`src/rtl/avg_unpool_unit.sv`:
```
// avg_unpool_unit
//   Expands each pooled value into a POOL-element window, one element per
//   output handshake. Mode 0 replicates the value (nearest-neighbour
//   upsample); mode 1 emits value >>> POOL_LOG2 (average-pool gradient).
//
// Ports
//   clk, rst           clock; synchronous active-high reset
//   clear              synchronous flush of buffer, pointers and window counter
//   in_valid/in_ready  input handshake; in_data/in_mode captured on accept
//   out_valid/out_ready output handshake
//   out_data           expanded element (0 when out_valid is low)
//   out_idx            element position within its window
//   out_last           high with the final element of a window
module avg_unpool_unit #(
  parameter int unsigned DATA_W    = 32,
  parameter int unsigned POOL      = 4,
  parameter int unsigned POOL_LOG2 = 2
) (
  input  logic                 clk,
  input  logic                 rst,
  input  logic                 clear,
  input  logic                 in_valid,
  output logic                 in_ready,
  input  logic [DATA_W-1:0]    in_data,
  input  logic                 in_mode,
  output logic                 out_valid,
  input  logic                 out_ready,
  output logic [DATA_W-1:0]    out_data,
  output logic [POOL_LOG2-1:0] out_idx,
  output logic                 out_last
);

  if ((POOL != (32'd1 << POOL_LOG2)) || (POOL < 2) || (POOL > 16)) begin : g_bad_cfg
    $fatal(1, "avg_unpool_unit: POOL must be a power of two in 2..16 equal to 2**POOL_LOG2");
  end

  localparam logic [POOL_LOG2-1:0] LastIdx = POOL_LOG2'(POOL - 1);
  localparam logic [POOL_LOG2-1:0] IdxOne  = POOL_LOG2'(1);

  // Entry layout: {mode, data}
  logic [DATA_W:0]      mem_q [2];
  logic [DATA_W:0]      mem_d [2];
  logic                 wr_ptr_q, wr_ptr_d;
  logic                 rd_ptr_q, rd_ptr_d;
  logic [1:0]           count_q, count_d;
  logic [POOL_LOG2-1:0] cnt_q, cnt_d;

  logic                     push;
  logic                     out_fire;
  logic                     pop;
  logic [DATA_W:0]          head;
  logic signed [DATA_W-1:0] head_data;
  logic signed [DATA_W-1:0] head_shifted;

  // Outputs depend only on state (and rst for in_ready), never on out_ready.
  always_comb begin
    in_ready     = (count_q < 2'd2) && !rst;
    out_valid    = (count_q != 2'd0);
    head         = mem_q[rd_ptr_q];
    head_data    = head[DATA_W-1:0];
    head_shifted = head_data >>> POOL_LOG2;
    out_data     = '0;
    if (out_valid) begin
      out_data = head[DATA_W] ? head_shifted : head_data;
    end
    out_idx  = cnt_q;
    out_last = out_valid && (cnt_q == LastIdx);
  end

  always_comb begin
    push     = in_valid && in_ready;
    out_fire = out_valid && out_ready;
    pop      = out_fire && out_last;

    mem_d    = mem_q;
    wr_ptr_d = wr_ptr_q;
    rd_ptr_d = rd_ptr_q;
    count_d  = count_q;
    cnt_d    = cnt_q;

    if (clear) begin
      // Abandon everything, including any handshake in this cycle.
      wr_ptr_d = 1'b0;
      rd_ptr_d = 1'b0;
      count_d  = 2'd0;
      cnt_d    = '0;
    end else begin
      if (push) begin
        mem_d[wr_ptr_q] = {in_mode, in_data};
        wr_ptr_d        = ~wr_ptr_q;
      end
      if (out_fire) begin
        cnt_d = pop ? '0 : (cnt_q + IdxOne);
      end
      if (pop) begin
        rd_ptr_d = ~rd_ptr_q;
      end
      count_d = count_q + {1'b0, push} - {1'b0, pop};
    end
  end

  always_ff @(posedge clk) begin
    if (rst) begin
      wr_ptr_q <= 1'b0;
      rd_ptr_q <= 1'b0;
      count_q  <= 2'd0;
      cnt_q    <= '0;
    end else begin
      wr_ptr_q <= wr_ptr_d;
      rd_ptr_q <= rd_ptr_d;
      count_q  <= count_d;
      cnt_q    <= cnt_d;
    end
  end

  // Payload storage needs no reset: it is only observed through out_valid.
  always_ff @(posedge clk) begin
    mem_q <= mem_d;
  end

endmodule

```
`config.mk`:
```
export PLATFORM = sky130hd
export DESIGN_NAME = avg_unpool_unit
export DESIGN_NICKNAME = d
export VERILOG_FILES = /design/src/rtl/avg_unpool_unit.sv
export SDC_FILE = /design/constraint.sdc
export NUM_CORES = 1
export LEC_CHECK = 0
export CAP_MARGIN = 20
export CORE_UTILIZATION = 55
export CTS_BUF_LIST = sky130_fd_sc_hd__clkbuf_8
export CTS_CLUSTER_DIAMETER = 80
export DETAILED_ROUTE_END_ITERATION = 16
export PLACE_DENSITY = 0.85
export SYNTH_ARGS = -nofsm -noshare
export SYNTH_HDL_FRONTEND = slang
export SYNTH_SLANG_ARGS = --single-unit
```
`constraint.sdc`:
```
create_clock -name clk -period 9.4 [get_ports clk]
set_input_delay 1.88 -clock clk [delete_from_list [all_inputs] [get_ports clk]]
set_output_delay 1.88 -clock clk [all_outputs]
set_load 0.02 [all_outputs]
```
==> metrics.json <==
{
  "detail_route.vias_per_cell": 5.69,
  "final_worst_slack_ns": 4.29,
  "syn_area_um2": 3330,
  "seq_power_share": 0.514,
  "most-common-layout-cells": "sky130_fd_sc_hd__clkdlybuf4s50_1 (74), sky130_fd_sc_hd__edfxtp_1 (66), sky130_fd_sc_hd__and2_1 (23), sky130_fd_sc_hd__mux4_1 (21)",
  "cts_inserted_buffers": 9,
  "status": "finished clean",
  "drtAntennaViolNets": 0,
  "power_per_cell_area_nw_per_um2": 160,
  "worstMarginPinSlew_ns": 1.01,
  "drc": 0,
  "grt_pass1_wl_mm": 9.78,
  "synth.yosys.seq_area_share": 0.630,
  "dr_total_vias": 1945,
  "p_sw_uw": 136,
  "grt_usage": 0.216,
  "cts_setup_buffers": 0,
  "i_o_pin_count": 75,
  "wl_per_cell_um": 18.0,
  "timing.max_cap.violations": 0,
  "total_detailed_routing_wirelength_mm": 6.15,
  "num_antenna_cells": 0,
  "worst_setup_path_startpoint": "rst",
  "slew_hr": 0.326,
  "crit_path_max_fo": 7,
  "worst_r2r_startpoint": "out_idx[0]$_SDFFE_PP0P_",
  "crit_arrival_ns": 3.23,
  "vdd_drop_max_mv": 0.156,
  "starting_density_of_the_core": 0.588,
  "yosysTopAreaCellShare": 0.594,
  "critical_path_required_ns": 7.52,
  "layout.cells.most_common": "sky130_fd_sc_hd__clkdlybuf4s50_1",
  "globalplace.congestion": 0.755,
  "power.share.switching": 0.196,
  "fp.coreArea_um2": 5680,
  "worst_setup_hold_path_clk_slew_ns": 0.08,
  "postSynthCellCount": 187,
  "fp.dieArea_um2": 6380,
  "synthToLayoutAreaGrowth_pct": 31.0,
  "timing.final.crit_period_ns": 5.11,
  "placed_cells": 325,
  "synth.net_count": 228,
  "htreeDepth": 3,
  "cts_repair_resize_count": 0,
  "antenna_found_initial": 0,
  "hp-start": "out_idx[0]$_SDFFE_PP0P_",
  "yosys-top-cells-area": "sky130_fd_sc_hd__edfxtp_1 (59%), sky130_fd_sc_hd__mux4_1 (17%), sky130_fd_sc_hd__and2_1 (4.3%), sky130_fd_sc_hd__dfxtp_1 (3.6%), sky130_fd_sc_hd__mux2i_1 (2.7%)",
  "end_point_of_the_critical_path": "in_ready",
  "clock-skew-final_ns": 0.00715,
  "postLayoutCoreUtil": 0.770,
  "layout-drive-gt1-share": 0.111,
  "cts_hold_repair.buffers": 0,
  "die_width_um": 79.9,
  "tritoncts": "yes",
  "worst_setup_path_start_kind": "primary input",
  "drt_pass1_iterations": 4,
  "p_comb_frac": 0.071,
  "finalSetupViolations": 0,
  "count_of_cell_types_in_the_netlist": 29,
  "clock_insertion_delay_at_the_later_pin_of_the_skew_report_ns": 0.34,
  "chipHeight_um": 79.9,
  "internal-power_uw": 560,
  "p_leak_uw": 0.00150,
  "hold_path.class": "reg2reg",
  "min_period_over_period": 0.544,
  "r2r_setup_slack_ns": 7.48,
  "detailed_placement_hpwl_mm": 3.82,
  "cts.sink_count": 72,
  "setup.worst_path.class": "in2out",
  "instances_no_fill": 342,
  "synth-seq-cells": 72,
  "worst_setup_slack_post_dpl_ns": 4.30,
  "cts-root-to-sink-buffers": 2,
  "yosys_warnings": 0,
  "hold_fails_final_rpt": 0,
  "mean_area_per_synthesized_cell_um2": 17.8,
  "r2r.worst_path.cells": 9,
  "grt_start_max_net_pins": 37,
  "rows": 27,
  "power_frac_clock": 0.416,
  "grt_residual_overflow": 0,
  "grt_setup_unrepaired": "no",
  "critPathCaptureType": "primary output",
  "io_buffers": 74,
  "cts_root_buf": "sky130_fd_sc_hd__clkbuf_8",
  "tns_ns": 0,
  "drv_slew": 0,
  "number_of_global_route_vias_before_repair": 2021,
  "r2r-end": "count_q[1]$_SDFF_PP0_",
  "drt-initial-drc-count": 98,
  "fmax_mhz": 196,
  "synth_area_leader_cell": "sky130_fd_sc_hd__edfxtp_1",
  "layout.nets": 306
}
layout make-up:
class / count / area (µm²)
Sequential cell: 72 / 2100
Fill cell: 340 / 1310
Multi-Input combinational cell: 102 / 1140
Timing Repair Buffer: 77 / 776
Clock buffer: 9 / 124
Clock inverter: 7 / 119
Tap cell: 72 / 90.1
Inverter: 3 / 11.3
worst min-delay path by stage:
stage	to	cells past startpoint	slack, ns
2_1_floorplan	wr_ptr_q$_SDFFE_PP0P_	2	0.53
3_3_place_gp	out_idx[0]$_SDFFE_PP0P_	2	0.49
3_5_place_dp	out_idx[0]$_SDFFE_PP0P_	2	0.50
4_1_cts	out_idx[0]$_SDFFE_PP0P_	2	0.51
5_1_grt	out_idx[0]$_SDFFE_PP0P_	2	0.54
6_report	out_idx[0]$_SDFFE_PP0P_	2	0.51
worst max-delay path, cell delays in order:
cell                              delay (ns)
sky130_fd_sc_hd__clkdlybuf4s50_1        0.54
sky130_fd_sc_hd__nor2_1                 0.19
sky130_fd_sc_hd__clkdlybuf4s50_1        0.63
routing by layer:
layer | track usage | wire length, µm | up-vias
met2 | 0.362 | 3250 | 68
met1 | 0.266 | 2510 | 961
met5 | 0 | 0 | -
li1 | - | - | 907
met3 | 0.0560 | 325 | 9
met4 | 0.0911 | 72 | 0
state kept, by name, summed over array words and instances (netlist names):
register and flops:
wr_ptr_q 1, out_idx 2, mem_q 66, rd_ptr_q 1, count_q 2
synth_stat cells:
| library cell | number |
|---|---|
| sky130_fd_sc_hd__nor3_1 | 4 |
| sky130_fd_sc_hd__or3_1 | 1 |
| sky130_fd_sc_hd__mux4_1 | 21 |
| sky130_fd_sc_hd__or2_1 | 2 |
| sky130_fd_sc_hd__nor4b_1 | 1 |
| sky130_fd_sc_hd__edfxtp_1 | 66 |
| sky130_fd_sc_hd__mux2i_1 | 9 |
| sky130_fd_sc_hd__a211oi_1 | 3 |
| sky130_fd_sc_hd__inv_1 | 3 |
| sky130_fd_sc_hd__nor2_1 | 8 |
| sky130_fd_sc_hd__nand2_1 | 5 |
| sky130_fd_sc_hd__nor3b_1 | 2 |
| sky130_fd_sc_hd__xnor2_1 | 1 |
| sky130_fd_sc_hd__a21oi_1 | 4 |
| sky130_fd_sc_hd__ha_1 | 3 |
| sky130_fd_sc_hd__clkbuf_1 | 3 |
| sky130_fd_sc_hd__and2_1 | 23 |
| sky130_fd_sc_hd__o21ai_1 | 1 |
| sky130_fd_sc_hd__nor2b_1 | 1 |
| sky130_fd_sc_hd__o211ai_1 | 1 |
| sky130_fd_sc_hd__dfxtp_1 | 6 |
| sky130_fd_sc_hd__mux2_1 | 1 |
| sky130_fd_sc_hd__buf_6 | 6 |
| sky130_fd_sc_hd__buf_4 | 1 |
| sky130_fd_sc_hd__nor2_2 | 1 |
| sky130_fd_sc_hd__o21ai_0 | 1 |
| sky130_fd_sc_hd__xor2_1 | 2 |
| sky130_fd_sc_hd__mux2i_4 | 1 |
| sky130_fd_sc_hd__mux2_2 | 6 |
power groups by stage:
stage,logic (µW),registers (µW),clock network [µW]
3_3_place_gp,47.6,365,0
6_report,49.2,358,290
4_1_cts,49.3,358,294
3_5_place_dp,48.7,365,0
2_1_floorplan,20.3,365,0
5_1_grt,53.1,358,306
cell families (layout without fill, tap and decap cells):
family | count (synthesis) | count (layout) | synth area share
flip-flops | 72 | 72 | 0.630
AND/OR/NAND/NOR | 48 | 48 | 0.0803
multiplexers | 38 | 38 | 0.223
buffers and inverters | 13 | 96 | 0.0293
AO/OA/AOI/OAI | 10 | 10 | 0.0180
adder cells (fa/ha/maj) | 3 | 3 | 0.0113
XOR/XNOR | 3 | 3 | 0.00788
through the flow:
step	hold WS, ns	instance area (µm²)	power, µW
global route	0.535	4370	718
detailed placement	0.496	4110	414
finish	0.512	4370	697
CTS	0.511	4350	701
global placement	0.490	4110	412
floorplan	0.528	3330	385
(Power assumes the default switching activity.)
